[config.mk]
export PLATFORM = sky130hd
export DESIGN_NAME = key_event
export DESIGN_NICKNAME = d
export VERILOG_FILES = /design/src/rtl/stopwatch_pkg.sv /design/src/rtl/key_event_ch.sv /design/src/rtl/key_event.sv
export SDC_FILE = /design/constraint.sdc
export NUM_CORES = 1
export LEC_CHECK = 0
export ABC_AREA = 1
export CORE_UTILIZATION = 50
export CTS_CLUSTER_SIZE = 14
export DETAILED_ROUTE_END_ITERATION = 8
export PLACE_DENSITY = 0.68
export SETUP_SLACK_MARGIN = 0.5
export SLEW_MARGIN = 10
export SYNTH_ARGS = -nofsm -noshare
export SYNTH_HDL_FRONTEND = slang
export SYNTH_SLANG_ARGS = --single-unit
[constraint.sdc]
create_clock -name clk -period 2.8 [get_ports clk]
set_clock_uncertainty 0.15 [all_clocks]
set_input_delay 0.56 -clock clk [delete_from_list [all_inputs] [get_ports clk]]
set_output_delay 0.56 -clock clk [all_outputs]
set_load 0.01 [all_outputs]
[src/rtl/stopwatch_pkg.sv]
// Shared definitions for the key_event debouncer: per-key FSM encoding and ms-tick divider.
package stopwatch_pkg;

    typedef enum logic [2:0] {
        StIdle,
        StDbPress,
        StHeld,
        StLong,
        StDbRelease
    } key_state_e;

    localparam int unsigned TICKS_PER_SEC = 1000;

    // Number of system clocks per 1 ms tick.
    function automatic int unsigned ms_tick_div(input int unsigned clk_hz);
        return clk_hz / TICKS_PER_SEC;
    endfunction

endpackage

[src/rtl/key_event_ch.sv]
// One key channel: 2-flop synchroniser, debounce/hold FSM and event pulses.
// Auto-repeat logic exists only when KEY_REPEAT_EN is defined.
module key_event_ch
    import stopwatch_pkg::*;
#(
    parameter int unsigned DEBOUNCE_MS = 20,
    parameter int unsigned LONG_MS     = 1000
`ifdef KEY_REPEAT_EN
    ,
    parameter int unsigned REPEAT_MS   = 200
`endif
) (
    input  logic clk,
    input  logic rst,
    input  logic tick,
    input  logic key_raw,
    output logic key_level,
    output logic press,
    output logic key_release,
    output logic long_press,
    output logic key_repeat
);

    localparam int unsigned DbW   = $clog2(DEBOUNCE_MS + 1);
    localparam int unsigned HoldW = $clog2(LONG_MS + 1);

    logic             sync1_q, sync_q;
    key_state_e       state_q, state_d;
    logic [DbW-1:0]   db_cnt_q, db_cnt_d;
    logic [HoldW-1:0] hold_cnt_q, hold_cnt_d;
    logic             was_long_q, was_long_d;
    logic             level_q, level_d;
    logic             press_q, press_d;
    logic             release_q, release_d;
    logic             long_q, long_d;

    always_ff @(posedge clk) begin
        if (rst) begin
            sync1_q <= 1'b0;
            sync_q  <= 1'b0;
        end else begin
            sync1_q <= key_raw;
            sync_q  <= sync1_q;
        end
    end

    always_ff @(posedge clk) begin
        if (rst) begin
            state_q    <= StIdle;
            db_cnt_q   <= '0;
            hold_cnt_q <= '0;
            was_long_q <= 1'b0;
            level_q    <= 1'b0;
            press_q    <= 1'b0;
            release_q  <= 1'b0;
            long_q     <= 1'b0;
        end else begin
            state_q    <= state_d;
            db_cnt_q   <= db_cnt_d;
            hold_cnt_q <= hold_cnt_d;
            was_long_q <= was_long_d;
            level_q    <= level_d;
            press_q    <= press_d;
            release_q  <= release_d;
            long_q     <= long_d;
        end
    end

    always_comb begin
        state_d    = state_q;
        db_cnt_d   = db_cnt_q;
        hold_cnt_d = hold_cnt_q;
        was_long_d = was_long_q;
        level_d    = level_q;
        press_d    = 1'b0;
        release_d  = 1'b0;
        long_d     = 1'b0;
        unique case (state_q)
            StIdle: begin
                db_cnt_d = '0;
                if (sync_q) state_d = StDbPress;
            end
            StDbPress: begin
                if (!sync_q) begin
                    state_d  = StIdle;
                    db_cnt_d = '0;
                end else if (tick) begin
                    if (db_cnt_q == DbW'(DEBOUNCE_MS - 1)) begin
                        state_d    = StHeld;
                        level_d    = 1'b1;
                        press_d    = 1'b1;
                        db_cnt_d   = '0;
                        hold_cnt_d = '0;
                    end else if (db_cnt_q < DbW'(DEBOUNCE_MS)) begin
                        db_cnt_d = db_cnt_q + 1'b1;
                    end
                end
            end
            StHeld: begin
                if (!sync_q) begin
                    state_d    = StDbRelease;
                    was_long_d = 1'b0;
                    hold_cnt_d = '0;
                    db_cnt_d   = '0;
                end else if (tick) begin
                    if (hold_cnt_q == HoldW'(LONG_MS - 1)) begin
                        state_d    = StLong;
                        long_d     = 1'b1;
                        hold_cnt_d = HoldW'(LONG_MS);
                    end else if (hold_cnt_q < HoldW'(LONG_MS)) begin
                        hold_cnt_d = hold_cnt_q + 1'b1;
                    end
                end
            end
            StLong: begin
                if (!sync_q) begin
                    state_d    = StDbRelease;
                    was_long_d = 1'b1;
                    hold_cnt_d = '0;
                    db_cnt_d   = '0;
                end
            end
            StDbRelease: begin
                // A bounce back to 1 resumes the hold without re-announcing it.
                if (sync_q) begin
                    state_d    = was_long_q ? StLong : StHeld;
                    hold_cnt_d = '0;
                    db_cnt_d   = '0;
                end else if (tick) begin
                    if (db_cnt_q == DbW'(DEBOUNCE_MS - 1)) begin
                        state_d   = StIdle;
                        level_d   = 1'b0;
                        release_d = 1'b1;
                        db_cnt_d  = '0;
                    end else if (db_cnt_q < DbW'(DEBOUNCE_MS)) begin
                        db_cnt_d = db_cnt_q + 1'b1;
                    end
                end
            end
            default: state_d = StIdle;
        endcase
    end

`ifdef KEY_REPEAT_EN
    localparam int unsigned RepW = $clog2(REPEAT_MS + 1);

    logic [RepW-1:0] rep_cnt_q, rep_cnt_d;
    logic            rep_q, rep_d;

    always_ff @(posedge clk) begin
        if (rst) begin
            rep_cnt_q <= '0;
            rep_q     <= 1'b0;
        end else begin
            rep_cnt_q <= rep_cnt_d;
            rep_q     <= rep_d;
        end
    end

    // Count only while staying in LONG; the entry tick is not part of the first period.
    always_comb begin
        rep_cnt_d = rep_cnt_q;
        rep_d     = 1'b0;
        if (state_q == StLong && state_d == StLong) begin
            if (tick) begin
                if (rep_cnt_q == RepW'(REPEAT_MS - 1)) begin
                    rep_cnt_d = '0;
                    rep_d     = 1'b1;
                end else if (rep_cnt_q < RepW'(REPEAT_MS)) begin
                    rep_cnt_d = rep_cnt_q + 1'b1;
                end
            end
        end else begin
            rep_cnt_d = '0;
        end
    end

    assign key_repeat = rep_q;
`else
    assign key_repeat = 1'b0;
`endif

    assign key_level   = level_q;
    assign press       = press_q;
    assign key_release = release_q;
    assign long_press  = long_q;

endmodule

[src/rtl/key_event.sv]
// N-key debouncer with press/release/long-press events; auto-repeat under KEY_REPEAT_EN.
// release/repeat are reserved words, so those ports are named key_release/key_repeat.
module key_event
    import stopwatch_pkg::*;
#(
    parameter int unsigned CLK_HZ      = 100_000_000,
    parameter int unsigned N_KEYS      = 5,
    parameter int unsigned DEBOUNCE_MS = 20,
    parameter int unsigned LONG_MS     = 1000,
    parameter int unsigned REPEAT_MS   = 200
) (
    input  logic              clk,
    input  logic              rst,
    input  logic [N_KEYS-1:0] key_in,
    output logic [N_KEYS-1:0] key_level,
    output logic [N_KEYS-1:0] press,
    output logic [N_KEYS-1:0] key_release,
    output logic [N_KEYS-1:0] long_press,
    output logic [N_KEYS-1:0] key_repeat
);

    localparam int unsigned Div  = ms_tick_div(CLK_HZ);
    localparam int unsigned DivW = (Div > 1) ? $clog2(Div) : 1;

    if (Div == 0 || DEBOUNCE_MS == 0 || LONG_MS == 0 || REPEAT_MS == 0) begin : g_param_check
        $error("key_event: CLK_HZ must be >= 1000 and all *_MS parameters nonzero");
    end

    logic [DivW-1:0] div_q, div_d;
    logic            tick;

    assign tick  = (div_q == DivW'(Div - 1));
    assign div_d = tick ? '0 : div_q + 1'b1;

    always_ff @(posedge clk) begin
        if (rst) div_q <= '0;
        else     div_q <= div_d;
    end

    for (genvar i = 0; i < N_KEYS; i++) begin : g_ch
        key_event_ch #(
            .DEBOUNCE_MS (DEBOUNCE_MS),
            .LONG_MS     (LONG_MS)
`ifdef KEY_REPEAT_EN
            ,
            .REPEAT_MS   (REPEAT_MS)
`endif
        ) u_ch (
            .clk         (clk),
            .rst         (rst),
            .tick        (tick),
            .key_raw     (key_in[i]),
            .key_level   (key_level[i]),
            .press       (press[i]),
            .key_release (key_release[i]),
            .long_press  (long_press[i]),
            .key_repeat  (key_repeat[i])
        );
    end

endmodule

; Word-level counts from Yosys, hierarchy flattened
; Index checks and enable logic that the tools add are counted.
[word_totals]
register_bits = 142
inputBits = 7
out_inout_bits = 25
elab_cells = 500
[classes]
n_addsub = 11
order_cmp = 10
eq_ne = 121
muxes = 215
n_bitwise = 21
reduce_logical = 71
[ops]
columns = cell, n
row1 = 2-to-1 mux 10 bit, 45
row2 = one-hot mux 10 bit (4 select lines), 5
row3 = 2-to-1 mux 3 bit, 55
row4 = 2-to-1 mux 5 bit, 30
row5 = one-hot mux 5 bit (4 select lines), 5
row6 = AND reduction 8 bit, 10
row7 = one-hot mux 3 bit (5 select lines), 5
row8 = 2-to-1 mux 1 bit, 60
row9 = "inequality test 2 bit, second input constant", 30
row10 = "inequality test 3 bit, second input constant", 20
row11 = "adder 10 x 1 -> 10 bit, second input constant", 5
row12 = "== test 10 bit, second input constant", 5
row13 = "less-than comparator 10 bit, second input constant", 5
row14 = "inequality test 2 x 1 -> 1 bit, second input constant", 25
row15 = nonzero test 4 bit, 10
row16 = AND reduction 7 bit, 5
row17 = "== test 3 x 2 -> 1 bit, second input constant", 10
row18 = OR reduction 3 bit, 10
row19 = "adder 5 x 1 -> 5 bit, second input constant", 5
row20 = "== test 5 bit, second input constant", 5
row21 = "less-than comparator 5 bit, second input constant", 5
row22 = inverter 1 bit, 21
row23 = "inequality test 4 bit, second input constant", 5
row24 = one-hot mux 1 bit (2 select lines), 10
row25 = other kinds (12), 58

; Logic depth before layout (Yosys ltp)
[logic_depth]
word_depth = 6
mapped_depth = 13
depth_no_buf = 12

; Hierarchy
; From an unflattened synthesis, not the netlist that was laid out.
[hier_totals]
cells_unflattened = 1338
hier_area_um2 = 8515.7
[modules_own_cells]
columns = mod, instances, cells_each, area_per_inst_um2, seq_area_each_um2
row1 = key_event_ch (g_ch[2].u_ch ...), 2, 243, 1549.0, 500.5
row2 = key_event_ch (g_ch[0].u_ch ...), 2, 235, 1473.9, 500.5
row3 = key_event_ch (g_ch[3].u_ch), 1, 242, 1521.5, 500.5
row4 = key_event, 1, 140, 948.4, 340.3

; Worst setup path after synthesis
; No wires, ideal clock.
[synth_path]
path_type = register to register
from = reg div_q[0]
to = reg g_ch[1].u_ch.hold_cnt_q[3]
arrival_ns = 1.478
slack_ns = 1.054
stages_incl_launch_ff = 11
path_buffers = 2
synth_period_minus_slack_ns = 1.746
path_cell_list = dfxtp_1 > ha_1 > nand3_2 > inv_1 > nand3_2 > buf_6 > o21ai_1 > nand2_1 > buf_4 > nor3_1 > nor2_1
[synth_via]
elab_chain_cells = 3
[synth_rtl]
columns = item, line_no
row1 = start: declaration, key_event.sv:29  ; logic [DivW-1:0] div_q, div_d;
row2 = start signal: assignment, key_event.sv:37  ; else div_q <= div_d;
row3 = == test 17 bit *, key_event.sv:32  ; assign tick = (div_q == DivW'(Div - 1));
row4 = inequality test 3 bit (no line) / inequality test 2 bit (equally long branches), --
row5 = AND reduction 8 bit (no line) *, --
row6 = end signal: assignment, key_event_ch.sv:60  ; hold_cnt_q <= hold_cnt_d;
row7 = end: declaration, key_event_ch.sv:30  ; logic [HoldW-1:0] hold_cnt_q, hold_cnt_d;
; Mark *: on every way between the ends. The rest lies on a longest branch, timed or not.
; A chain may end at the register's enable or synchronous reset.

; Worst setup path in the final report
[layout_path]
from = reg g_ch[1].u_ch.level_q
to = out key_level[1]
[layout_lines]
columns = item, line_no
row1 = start: declaration, key_event_ch.sv:32  ; logic level_q, level_d;
row2 = start signal: assignment, key_event_ch.sv:62  ; level_q <= level_d;
row3 = end: declaration, key_event.sv:15  ; output logic [N_KEYS-1:0] key_level,
; No word-level cell between the ends.

==> qor.txt <==
Cell Int Power: 4.22 mW
Fmax: 479 MHz
Switching pwr: 2.47 mW
Startpoint types: register
Initial antenna violation count: 0
Die height: 130 um
Status: finished, final reports clean
Vias post-DR: 7626
Worst-path maximum fanout: 2
Cell with the most instances after synthesis: nand2_1
Post-Synthesis Cells: 1267
CTS root buf: clkbuf_16
Final Hold Fails: 0
I/O pins: 32
Post-synth top cells: 300 x nand2_1, 215 x nor2_1, 149 x inv_1
Number of global-route vias before repair: 6745
Register area share after synthesis: 34.8%
GPL Wtd Cong: 0.873
Via/cell ratio: 5.06
Num CTS Buffers: 17
Slowest cell on the critical path: clkdlybuf4s50_1
Power per cell area: 736 nW/um2
First-pass GRT wire length: 30900 um
Yosys top cell by area: dfxtp_1
Dpl hpwl: 12700 um
Largest net degree at the start of global routing: 58
Clock sink count: 142
Area growth syn-to-layout: 11.3%
Maximum vdd drop: 445 uV
CTS H-tree depth: 4
Critical path endpoint category: primary output
Clock Path Buffers: 2
Synth Cell Area: 8170 um2
Async SR Flop Fraction: 0%
Gr usage total: 22.8%
Drt initial violations: 593
CTS clk-pin slew, worst paths: 60 ps
CP required: 2090 ps
Core Box Area: 15900 um2
Post-synth EDFFs: 0
Port Buffer Count: 26
Cts-stage hold buffer count: 0
Fin nets: 1295
Cell variety after synth: 47
Final number of setup-violating endpoints: 0
Post-Syn Area per Cell: 6.45 um2
Clk pwr share: 34.0%
Setup CP Type: register to primary output
Ys flop type: dfxtp_1
Total of max-cap violations: 0
ANT cells: 0
Crit path arrival time: 1380 ps
Fin crit share: 74.6%
Worst skew pair latency: 430 ps
Seq pwr share: 36.4%
CP max stage delay: 580 ps
DR pass1 iterations: 5
Static Leak: 3.57 nW
DRC violations left: 0
Slew @ Worst Pin: 708 ps
Synth top area share: 34.8%
Combinational power share: 29.6%
Max Slew Vio Count: 0
Initial Utilization: 51.3%
Worst path cell trace: clkdlybuf4s50_1
Ys Warns: 0
Filler cells: 1548
RSZ-0062 raised after global routing: yes
ANT nets after route: 0
Gr ovfl total: 0
Share of cells above drive strength 1: 6.67%
CTS tree: built
Row Count: 46
Die X-Extent: 130 um
Sw Share: 36.9%
Tmin final: 2090 ps
Register bit total from synthesis: 142
Drt wl/cell: 12.0 um
HP Class: register to register
Ranking of synthesized cells by area: dfxtp_1 35%, nand2_1 14%, nor2_1 9.9%, inv_1 6.8%, nand3_1 6.1%
Fin Setup TNS: 0 ps
Final Util: 57.1%
Rel. slew slack: 52.8%
Area of the die: 16900 um2
Worst Path Buf+Inv: 1
Final WL: 18100 um
Delay-heaviest family, CP: buffers and inverters
layout by cell type, fill, tap and decap left out, types with 10 or more instances in the layout:
| cell | count |
|---|---|
| nor3_1 | 36 |
| nor2_1 | 214 |
| xor2_1 | 10 |
| xnor2_1 | 15 |
| o21ai_0 | 46 |
| a21oi_1 | 73 |
| ha_1 | 11 |
| inv_1 | 149 |
| dfxtp_1 | 142 |
| clkdlybuf4s50_1 | 25 |
| nand2_1 | 299 |
| nand3_1 | 100 |
| clkbuf_16 | 17 |
| nand4_1 | 31 |
power by group through the flow:
stage          Combinational [mW]  Clock (mW)  Sequential [mW]
2_1_floorplan                1.60           0             2.42
3_3_place_gp                 1.89           0             2.47
3_5_place_dp                 1.91           0             2.47
4_1_cts                      1.92        2.32             2.43
5_1_grt                      2.28        2.42             2.47
6_report                     1.98        2.27             2.44
worst reg2reg max path, cell delays in order, from the launching register on:
cell,delay [ps]
dfxtp_1,350
ha_1,220
nand3_2,120
inv_1,100
nand3_2,140
o21ai_0,230
nand2_2,250
inv_1,240
nand2_1,80
a21oi_1,130
state kept, by name, indices dropped and copies added (netlist names):
name / flops
g_ch.u_ch.long_press: 5
g_ch.u_ch.sync1_q: 5
div_q: 17
g_ch.u_ch.hold_cnt_q: 50
g_ch.u_ch.db_cnt_q: 25
g_ch.u_ch.press: 5
g_ch.u_ch.state_q: 15
g_ch.u_ch.key_level: 5
g_ch.u_ch.sync_q: 5
g_ch.u_ch.was_long_q: 5
g_ch.u_ch.key_release: 5
what timing repair did:
| item | 4_1_cts | 5_1_grt |
|---|---|---|
| setup buffers | 0 | 1 |
| endpoints found under the setup margin | 0 | 17 |
| gates resized for setup | 0 | 4 |
logic make-up (layout without fill, tap and decap cells):
group                    after synthesis  after routing  share of synthesized area, %
AND/OR/NAND/NOR                      721            721                          38.5
buffers and inverters                207            226                          11.2
AO/OA/AOI/OAI                        160            160                          11.0
flip-flops                           142            142                          34.8
XOR/XNOR                              25             25                          2.68
adder cells (fa/ha/maj)               11             11                          1.68
other                                  1              5                        0.0459
metal layers:
metal  share of wire (%)  global-route usage, %  up-vias
met5                   0                      0        -
met4                 1.1                   7.32        0
met3                 3.2                   4.76       15
met2                  46                   36.2      136
met1                  50                   30.9     3397
li1                    -                      -     4078
per-stage QoR:
stage          power [mW]  setup WS, ps  std cells  hold slack (ps)  instance area, um2
2_1_floorplan        4.02          1050       1271              238                8190
3_3_place_gp         4.36           712       1473              242                8470
3_5_place_dp         4.38           634       1473              246                8470
4_1_cts              6.67           599       1505              258                9070
5_1_grt              7.17           490       1506              267                9100
6_report             6.69           713       1506              256                9100
layout make-up:
cell class                 count  area (um2)  share of cell area [%]
multi-input combinational    922        4430                    48.7
tap                          216         270                    2.97
clock buffer                  18         439                    4.83
timing repair buffer          36         363                    3.99
inverter                     158         593                    6.52
sequential                   142        2840                    31.2
clock inverter                14         159                    1.75
final timing paths:
path	from	to	slack (ps)	cells past startpoint
max	g_ch[1].u_ch.key_level	key_level[1]	710	1
max reg2reg	div_q[0]	g_ch[0].u_ch.hold_cnt_q[3]	710	9
min	g_ch[1].u_ch.sync1_q	g_ch[1].u_ch.sync_q	260	2
min reg2reg	g_ch[1].u_ch.sync1_q	g_ch[1].u_ch.sync_q	260	2
No activity file was read; power rests on OpenSTA's default activity.
